[src/rtl/qosc_sequencer.sv]
// Sequencer for a quadrature oscillator: register file, burst run control and collapse watchdog.
// All outputs registered; start ignored while busy or with stop held, stop aborts LOAD/RUN next cycle.
module qosc_sequencer #(
    parameter int MAX_RESTART = 3,
    parameter int AMP_MIN     = 2
) (
    input  logic              clk,
    input  logic              rst,
    input  logic              cfg_we,
    input  logic [2:0]        cfg_addr,
    input  logic [7:0]        cfg_wdata,
    input  logic              start,
    input  logic              stop,
    input  logic signed [7:0] accu_re,
    input  logic signed [7:0] accu_im,
    output logic              osc_load,
    output logic              osc_run,
    output logic [7:0]        re_coeff,
    output logic [7:0]        im_coeff,
    output logic [7:0]        power,
    output logic [7:0]        accu_re_init,
    output logic [7:0]        accu_im_init,
    output logic              busy,
    output logic              done,
    output logic              fault,
    output logic [3:0]        restart_cnt
);

    typedef enum logic [1:0] {S_IDLE, S_LOAD, S_RUN, S_FAULT} state_t;

    typedef struct packed {
        logic [7:0]  re_coeff;
        logic [7:0]  im_coeff;
        logic [7:0]  power;
        logic [7:0]  re_init;
        logic [7:0]  im_init;
        logic [15:0] burst;
        logic [7:0]  wd_window;
    } cfg_t;

    localparam logic [8:0] AMP_MIN_W = 9'(AMP_MIN);

    logic [7:0]  regs_q [0:7];
    cfg_t        regs_cfg;
    cfg_t        cfg_q, cfg_d;
    state_t      state_q, state_d;
    logic [15:0] burst_cnt_q, burst_cnt_d;
    logic [7:0]  col_cnt_q, col_cnt_d, col_next;
    logic [3:0]  rst_cnt_q, rst_cnt_d;
    logic        done_d;
    logic        osc_load_q, osc_run_q, busy_q, done_q, fault_q;
    logic        collapse;

    // Widen before negating so that -128 maps to +128 rather than wrapping.
    function automatic logic [8:0] abs9(input logic [7:0] v);
        logic [8:0] ext;
        ext = {v[7], v};
        return v[7] ? (9'd0 - ext) : ext;
    endfunction

    assign collapse = (abs9(accu_re) < AMP_MIN_W) && (abs9(accu_im) < AMP_MIN_W);

    always_comb begin
        regs_cfg.re_coeff  = regs_q[0];
        regs_cfg.im_coeff  = regs_q[1];
        regs_cfg.power     = regs_q[2];
        regs_cfg.re_init   = regs_q[3];
        regs_cfg.im_init   = regs_q[4];
        regs_cfg.burst     = {regs_q[6], regs_q[5]};
        regs_cfg.wd_window = regs_q[7];
    end

    always_ff @(posedge clk) begin
        if (rst) begin
            for (int i = 0; i < 8; i++) regs_q[i] <= 8'd0;
        end else if (cfg_we) begin
            regs_q[cfg_addr] <= cfg_wdata;
        end
    end

    always_comb begin
        state_d     = state_q;
        cfg_d       = cfg_q;
        burst_cnt_d = burst_cnt_q;
        col_cnt_d   = col_cnt_q;
        rst_cnt_d   = rst_cnt_q;
        done_d      = 1'b0;
        col_next    = 8'd0;
        case (state_q)
            S_IDLE, S_FAULT: begin
                if (start && !stop) begin
                    state_d     = S_LOAD;
                    cfg_d       = regs_cfg;
                    burst_cnt_d = regs_cfg.burst;
                    rst_cnt_d   = 4'd0;
                end
            end
            S_LOAD: begin
                col_cnt_d = 8'd0;
                state_d   = stop ? S_IDLE : S_RUN;
            end
            S_RUN: begin
                if (collapse) col_next = (col_cnt_q == 8'hFF) ? 8'hFF : col_cnt_q + 8'd1;
                col_cnt_d = col_next;
                if (cfg_q.burst != 16'd0) burst_cnt_d = burst_cnt_q - 16'd1;
                // stop outranks burst expiry, which outranks the watchdog
                if (stop) begin
                    state_d = S_IDLE;
                end else if (cfg_q.burst != 16'd0 && burst_cnt_q == 16'd1) begin
                    state_d = S_IDLE;
                    done_d  = 1'b1;
                end else if (cfg_q.wd_window != 8'd0 && col_next == cfg_q.wd_window) begin
                    if (int'(rst_cnt_q) < MAX_RESTART) begin
                        state_d   = S_LOAD;
                        rst_cnt_d = (rst_cnt_q == 4'hF) ? 4'hF : rst_cnt_q + 4'd1;
                    end else begin
                        state_d = S_FAULT;
                    end
                end
            end
            default: state_d = S_IDLE;
        endcase
    end

    always_ff @(posedge clk) begin
        if (rst) begin
            state_q     <= S_IDLE;
            cfg_q       <= '0;
            burst_cnt_q <= 16'd0;
            col_cnt_q   <= 8'd0;
            rst_cnt_q   <= 4'd0;
            osc_load_q  <= 1'b0;
            osc_run_q   <= 1'b0;
            busy_q      <= 1'b0;
            done_q      <= 1'b0;
            fault_q     <= 1'b0;
        end else begin
            state_q     <= state_d;
            cfg_q       <= cfg_d;
            burst_cnt_q <= burst_cnt_d;
            col_cnt_q   <= col_cnt_d;
            rst_cnt_q   <= rst_cnt_d;
            osc_load_q  <= (state_d == S_LOAD);
            osc_run_q   <= (state_d == S_RUN);
            busy_q      <= (state_d == S_LOAD) || (state_d == S_RUN);
            done_q      <= done_d;
            fault_q     <= (state_d == S_FAULT);
        end
    end

    assign osc_load     = osc_load_q;
    assign osc_run      = osc_run_q;
    assign busy         = busy_q;
    assign done         = done_q;
    assign fault        = fault_q;
    assign restart_cnt  = rst_cnt_q;
    assign re_coeff     = cfg_q.re_coeff;
    assign im_coeff     = cfg_q.im_coeff;
    assign power        = cfg_q.power;
    assign accu_re_init = cfg_q.re_init;
    assign accu_im_init = cfg_q.im_init;

endmodule

[config.mk]
export PLATFORM = sky130hd
export DESIGN_NAME = qosc_sequencer
export DESIGN_NICKNAME = d
export VERILOG_FILES = /design/src/rtl/qosc_sequencer.sv
export SDC_FILE = /design/constraint.sdc
export NUM_CORES = 1
export LEC_CHECK = 0
export ABC_AREA = 1
export CORE_UTILIZATION = 60
export CTS_BUF_LIST = sky130_fd_sc_hd__clkbuf_2
export CTS_CLUSTER_DIAMETER = 80
export DETAILED_ROUTE_END_ITERATION = 7
export GPL_TIMING_DRIVEN = 0
export PLACE_DENSITY = 0.84
export SYNTH_ARGS = -nofsm -noshare
export SYNTH_HDL_FRONTEND = slang
export SYNTH_SLANG_ARGS = --single-unit
export TNS_END_PERCENT = 20
[constraint.sdc]
create_clock -name clk -period 6.4 [get_ports clk]
set_input_delay 0.64 -clock clk [delete_from_list [all_inputs] [get_ports clk]]
set_output_delay 0.64 -clock clk [all_outputs]
set_load 0.01 [all_outputs]
-- Yosys cells after proc, flatten, opt, wreduce, memory -nomap -nowiden
Memory sizes are Yosys's and may differ from the RTL's. A register that Yosys moved wholly into a read port is not among the register bits.
Index checks and enable logic that the tools add are counted.
- flip-flop bits (word level): 51
- RAM bits: 64
- input bits: 32
- output and inout bits: 49
- logic and storage cells: 85
- memories: 1
- memories (memory ; depth ; bits a word ; read ports ; clocked after memory_dff ; write ports ; line ; RTL):
    regs_q ; 8 ; 8 ; 8 ; 6 ; 8 ; 43 ; logic [7:0] regs_q [0:7];
- $add $sub $neg: 5
- order comparisons: 3
- equal/unequal tests: 16
- multiplexer cells: 32
- bitwise operators: 1
- reductions and logical operators: 17
- operators with widths (cell ; count):
    16-bit 2-to-1 mux ; 2
    8-bit 2-to-1 mux ; 4
    16-bit case mux with 2 select lines ; 1
    4-bit 2-to-1 mux ; 6
    9-bit by 2-bit < comparator with 1-bit output (second input constant) ; 2
    9-bit 2-to-1 mux ; 2
    1-bit by 8-bit subtractor with 9-bit output (first input constant) ; 2
    16-bit by 1-bit == test with 1-bit output (second input constant) ; 1
    8-bit case mux with 2 select lines ; 1
    16-bit nonzero test ; 1
    16-bit by 1-bit subtractor with 16-bit output (second input constant) ; 1
    2-bit 2-to-1 mux ; 6
    2-bit inequality test (second input constant) ; 6
    8-bit by 1-bit adder with 8-bit output (second input constant) ; 1
    2-bit == test (second input constant) ; 4
    8-bit == test ; 1
    8-bit == test (second input constant) ; 1
    4-bit case mux with 2 select lines ; 1
    8-bit nonzero test ; 1
    8-bit OR reduction ; 1
    1-bit 2-to-1 mux ; 7
    2-bit case mux with 3 select lines ; 1
    6-bit AND reduction ; 1
    4-bit by 1-bit adder with 4-bit output (second input constant) ; 1
    other kinds (14) ; 19

-- Longest topological paths before layout
- depth after elaboration: 14
- depth in mapped cells: 24
- gate-level depth less buffers: 23

-- Least setup slack after synthesis
Ideal clock, no wire load.
- path kind: input -> register
- start: in accu_re[0]
- end: reg osc_load_q (netlist: osc_load)
- setup time: 0.128 ns
- arrival: 2.493 ns
- data required time: 6.272 ns
- setup slack: 3.780 ns
- cell stages on the path: 22
- path buffers: 1
- cells stage by stage: inv_1 ha_1 nor2_1 nand2_1 nand2_1 nand2_1 nor2_4 buf_2 nand4_1 nand2_1 nand2_1 nor2_2 nand3_1 nand2_1 nand3_1 nand2_1 nand2_1 nand2_1 inv_1 ha_1 inv_1 nor2_1
- word-level cells in the longest chain between the ends: 13
- RTL lines (item ; line ; RTL):
    start, declared ; 14 ; input logic signed [7:0] accu_re,
    1-bit by 8-bit subtractor with 9-bit output ; 58 ; return v[7] ? (9'd0 - ext) : ext;
    9-bit 2-to-1 mux (*) ; 58 ;
    9-bit by 2-bit < comparator with 1-bit output (*) ; 61 ; assign collapse = (abs9(accu_re) < AMP_MIN_W) && (abs9(accu_im) < AMP_MIN_W);
    1-bit logical AND (*) ; 61 ;
    8-bit 2-to-1 mux (*) ; 103 ; if (collapse) col_next = (col_cnt_q == 8'hFF) ? 8'hFF : col_cnt_q + 8'd1;
    8-bit 2-to-1 mux (*) ; 89 ; case (state_q)
    8-bit == test (*) ; 112 ; end else if (cfg_q.wd_window != 8'd0 && col_next == cfg_q.wd_window) begin
    1-bit logical AND (*) ; 112 ;
    2-bit 2-to-1 mux (*) ; 112 ;
    2-bit 2-to-1 mux (*) ; 109 ; end else if (cfg_q.burst != 16'd0 && burst_cnt_q == 16'd1) begin
    2-bit 2-to-1 mux (*) ; 107 ; if (stop) begin
    2-bit case mux with 3 select lines (*) ; 89 ;
    2-bit by 1-bit == test with 1-bit output (*) ; 143 ; osc_load_q <= (state_d == S_LOAD);
    end signal, assigned ; 143 ;
    end, declared ; 51 ; logic osc_load_q, osc_run_q, busy_q, done_q, fault_q;
Mark *: on every way between the ends. The rest lies on a longest branch, timed or not. The select of a mux whose other input is x is not followed.
A chain may end at the register's enable or synchronous reset.

-- Final worst setup path
- start: reg state_q[0]
- end: reg burst_cnt_q[4]
- word-level cells in the longest chain between the ends: 4
- RTL lines (item ; line ; RTL):
    start, declared ; 46 ; state_t state_q, state_d;
    start signal, assigned ; 138 ; state_q <= state_d;
    2-bit == test / 2-bit logical NOT (equally long branches) ; 89 ;
    2-bit OR reduction ; 89 ;
    2-bit inequality test (no line) / 2-bit nonzero test (equally long branches) ; n/a ;
    3-bit AND reduction (no line) ; n/a ;
    end signal, assigned ; 140 ; burst_cnt_q <= burst_cnt_d;
    end, declared ; 47 ; logic [15:0] burst_cnt_q, burst_cnt_d;
Parallel ways exist; a longest one is shown, timed or not.

==> flow_summary.json <==
{
  "status": "complete, no violations",
  "synth_area_mm2": 0.00734,
  "synth_cells": 892,
  "final_area_mm2": 0.00855,
  "grt.overflow.total": 0,
  "cp.required_ns": 7.03,
  "firstDrtPassIters": 5,
  "post-place-ws_ns": 3.02,
  "finalMaxSlewViolations": 0,
  "layout-drive-gt1-share": 0.0956,
  "clock.fmax_mhz": 378,
  "min_period_over_period": 0.413,
  "postCtsSetupRepairBufs": 0,
  "arrival_ns": 3.28,
  "power_density_mw_per_mm2": 236,
  "r2r_cells": 11,
  "rr_startpoint": "state_q[0]",
  "n_antenna_cell": 0,
  "cts.sinks": 163,
  "timing.critical_path.to": "burst_cnt_q[4]",
  "antenna_found_initial": 0,
  "most-common-layout-cells": "201 x nor2_1, 121 x nand2_1, 99 x dfxtp_1",
  "core_mm2": 0.0120,
  "setup_viol": 0,
  "yosys_warnings": 0,
  "crit_fanout": 10,
  "cts_buffers": 17,
  "fin_util": 0.715,
  "avgSynthCellArea_um2": 8.22,
  "drt_wl_total_um": 15700,
  "rsz0062_at_grt": "no",
  "die-area_mm2": 0.0127,
  "final_antenna_net_count": 0,
  "ios": 81,
  "worst_ir_drop_vdd_v": 0.000174,
  "grt_start_max_net_pins": 17,
  "min_period_ns": 2.65,
  "hpwl_um": 11200,
  "track_usage": 0.261,
  "drt_iter0_markers": 371,
  "clkTransAtPathRegs_ns": 0.21,
  "maxCapViolCount": 0,
  "grt_pass1_wl_um": 25800,
  "tns_ns": 0,
  "post_dp_cell_area_mm2": 0.00832,
  "routedWlPerCell_um": 13.6,
  "hold_buffers": 0,
  "synth_seq_cells": 163,
  "port_buffers": 80,
  "cts_tree": "built",
  "criticalPathCategory": "register to register",
  "clock_latency_ns": 0.74,
  "r2r_end": "burst_cnt_q[4]",
  "core.rowCount": 40,
  "end_kind": "register",
  "vias_per_cell": 5.29,
  "fp.dieW_um": 113,
  "grt_pass1_vias": 5445,
  "nets": 1034,
  "final_common_cell": "nor2_1",
  "dieHeight_um": 113,
  "cp-start-kind": "register",
  "seq_area_frac_synth": 0.532,
  "start_util": 0.613,
  "syn_to_final_growth_pct": 16.6,
  "p_leak_nw": 3.60,
  "syn_nets": 935,
  "synthArstFlopShare": 0,
  "synth_edf_count": 64,
  "cts_buffer_depth": 2,
  "synth_flop_cell": "dfxtp_1",
  "htree_levels": 4,
  "maxSlewHeadroom": 0.627,
  "critPathLaunch": "state_q[0]",
  "cts_resized": 0,
  "min_path_type": "register to register",
  "gp_congestion": 0.895,
  "hold_violations": 0,
  "synth_cell_types": 32,
  "fin_ws_ns": 3.75,
  "tightest_slew_ns": 0.558,
  "root_buffer": "clkbuf_2",
  "via_count": 6094,
  "drc": 0,
  "fin_worst_skew_ns": 0.0346,
  "ff2ff_setup_slack_ns": 3.75
}
==> synth_stat cells, types with 3 or more instances <==
| master | count | area share |
|---|---|---|
| nor2_1 | 201 | 0.10 |
| nand2_1 | 121 | 0.062 |
| dfxtp_1 | 99 | 0.27 |
| inv_1 | 85 | 0.043 |
| o21ai_0 | 84 | 0.057 |
| edfxtp_1 | 64 | 0.26 |
| a21oi_1 | 44 | 0.030 |
| buf_4 | 42 | 0.043 |
| nand3_1 | 37 | 0.025 |
| clkbuf_1 | 28 | 0.014 |
| nand4_1 | 24 | 0.020 |
| ha_1 | 11 | 0.019 |
| o211ai_1 | 6 | 0.0061 |
| buf_2 | 5 | 0.0034 |
| a31oi_1 | 4 | 0.0034 |
| inv_2 | 4 | 0.0020 |
| nand2_2 | 4 | 0.0034 |
| nor3_1 | 4 | 0.0027 |
| a221oi_1 | 3 | 0.0036 |
| nor2_2 | 3 | 0.0026 |
| xnor2_1 | 3 | 0.0036 |
==> final cells by class <==
cell class / count / area, µm²
plain buffers: 76 / 457
clock buffers: 19 / 95.1
clock inverters: 13 / 135
fillers: 891 / 3410
inverters: 90 / 338
multi-input cells: 563 / 2640
flip-flops and latches: 163 / 3900
well taps: 147 / 184
repair buffers: 80 / 801
==> registers in the layout, indices dropped and copies added, names as in the netlist, 2 cells and up <==
signal,cells
im_coeff,8
state_q,2
power,8
accu_im_init,8
restart_cnt,4
regs_q,64
col_cnt_q,8
burst_cnt_q,16
accu_re_init,8
cfg_q,24
re_coeff,8
==> worst max-delay path: stages, from the launching register on <==
cell      delay [ns]
dfxtp_1         0.43
inv_1           0.07
ha_1            0.35
inv_1           0.06
nor2_2          0.37
inv_2           0.16
o21ai_0         0.24
nand2_1         0.21
inv_2           0.09
buf_2           0.19
o21ai_0         0.12
a221oi_1        0.26
==> kinds of logic (layout without fill, tap and decap cells) <==
group / Yosys count / in the layout / share of synthesized area
AO/OA/AOI/OAI: 145 / 145 / 0.105
XOR/XNOR: 5 / 5 / 0.00597
adder cells (fa/ha/maj): 11 / 11 / 0.0188
buffers and inverters: 166 / 278 / 0.108
flip-flops: 163 / 163 / 0.532
AND/OR/NAND/NOR: 402 / 402 / 0.230
==> stage by stage <==
stage | hold WS, ns | power [mW] | std cells
floorplan | 0.429 | 1.38 | 892
global placement | 0.440 | 1.48 | 1119
detailed placement | 0.444 | 1.49 | 1119
CTS | 0.469 | 2.02 | 1151
global route | 0.495 | 2.11 | 1151
finish | 0.469 | 2.02 | 1151
==> power breakdown <==
group          switching [mW]  internal, mW  leakage [nW]
Sequential             0.0320          1.14          1.43
Clock                   0.363         0.182         0.146
Combinational           0.167         0.132          2.03
Total                   0.562          1.46          3.60
==> worst min-delay path by stage <==
stage	slack (ns)	start	cells after the start	to
detailed placement	0.44	cfg_q[20]	2	cfg_q[20]
floorplan	0.43	cfg_q[16]	2	cfg_q[16]
finish	0.47	cfg_q[20]	2	cfg_q[20]
CTS	0.47	cfg_q[20]	2	cfg_q[20]
global route	0.50	cfg_q[12]	2	cfg_q[12]
global placement	0.44	cfg_q[20]	2	cfg_q[20]
==> per-layer routing <==
| metal | vias to the layer above | wire length (µm) | global-route usage |
|---|---|---|---|
| met5 | - | 0 | 0 |
| li1 | 3079 | - | - |
| met4 | 0 | 237 | 0.0933 |
| met3 | 28 | 1170 | 0.0540 |
| met1 | 2750 | 6720 | 0.336 |
| met2 | 237 | 7560 | 0.436 |
No activity file was read; power rests on OpenSTA's default activity.
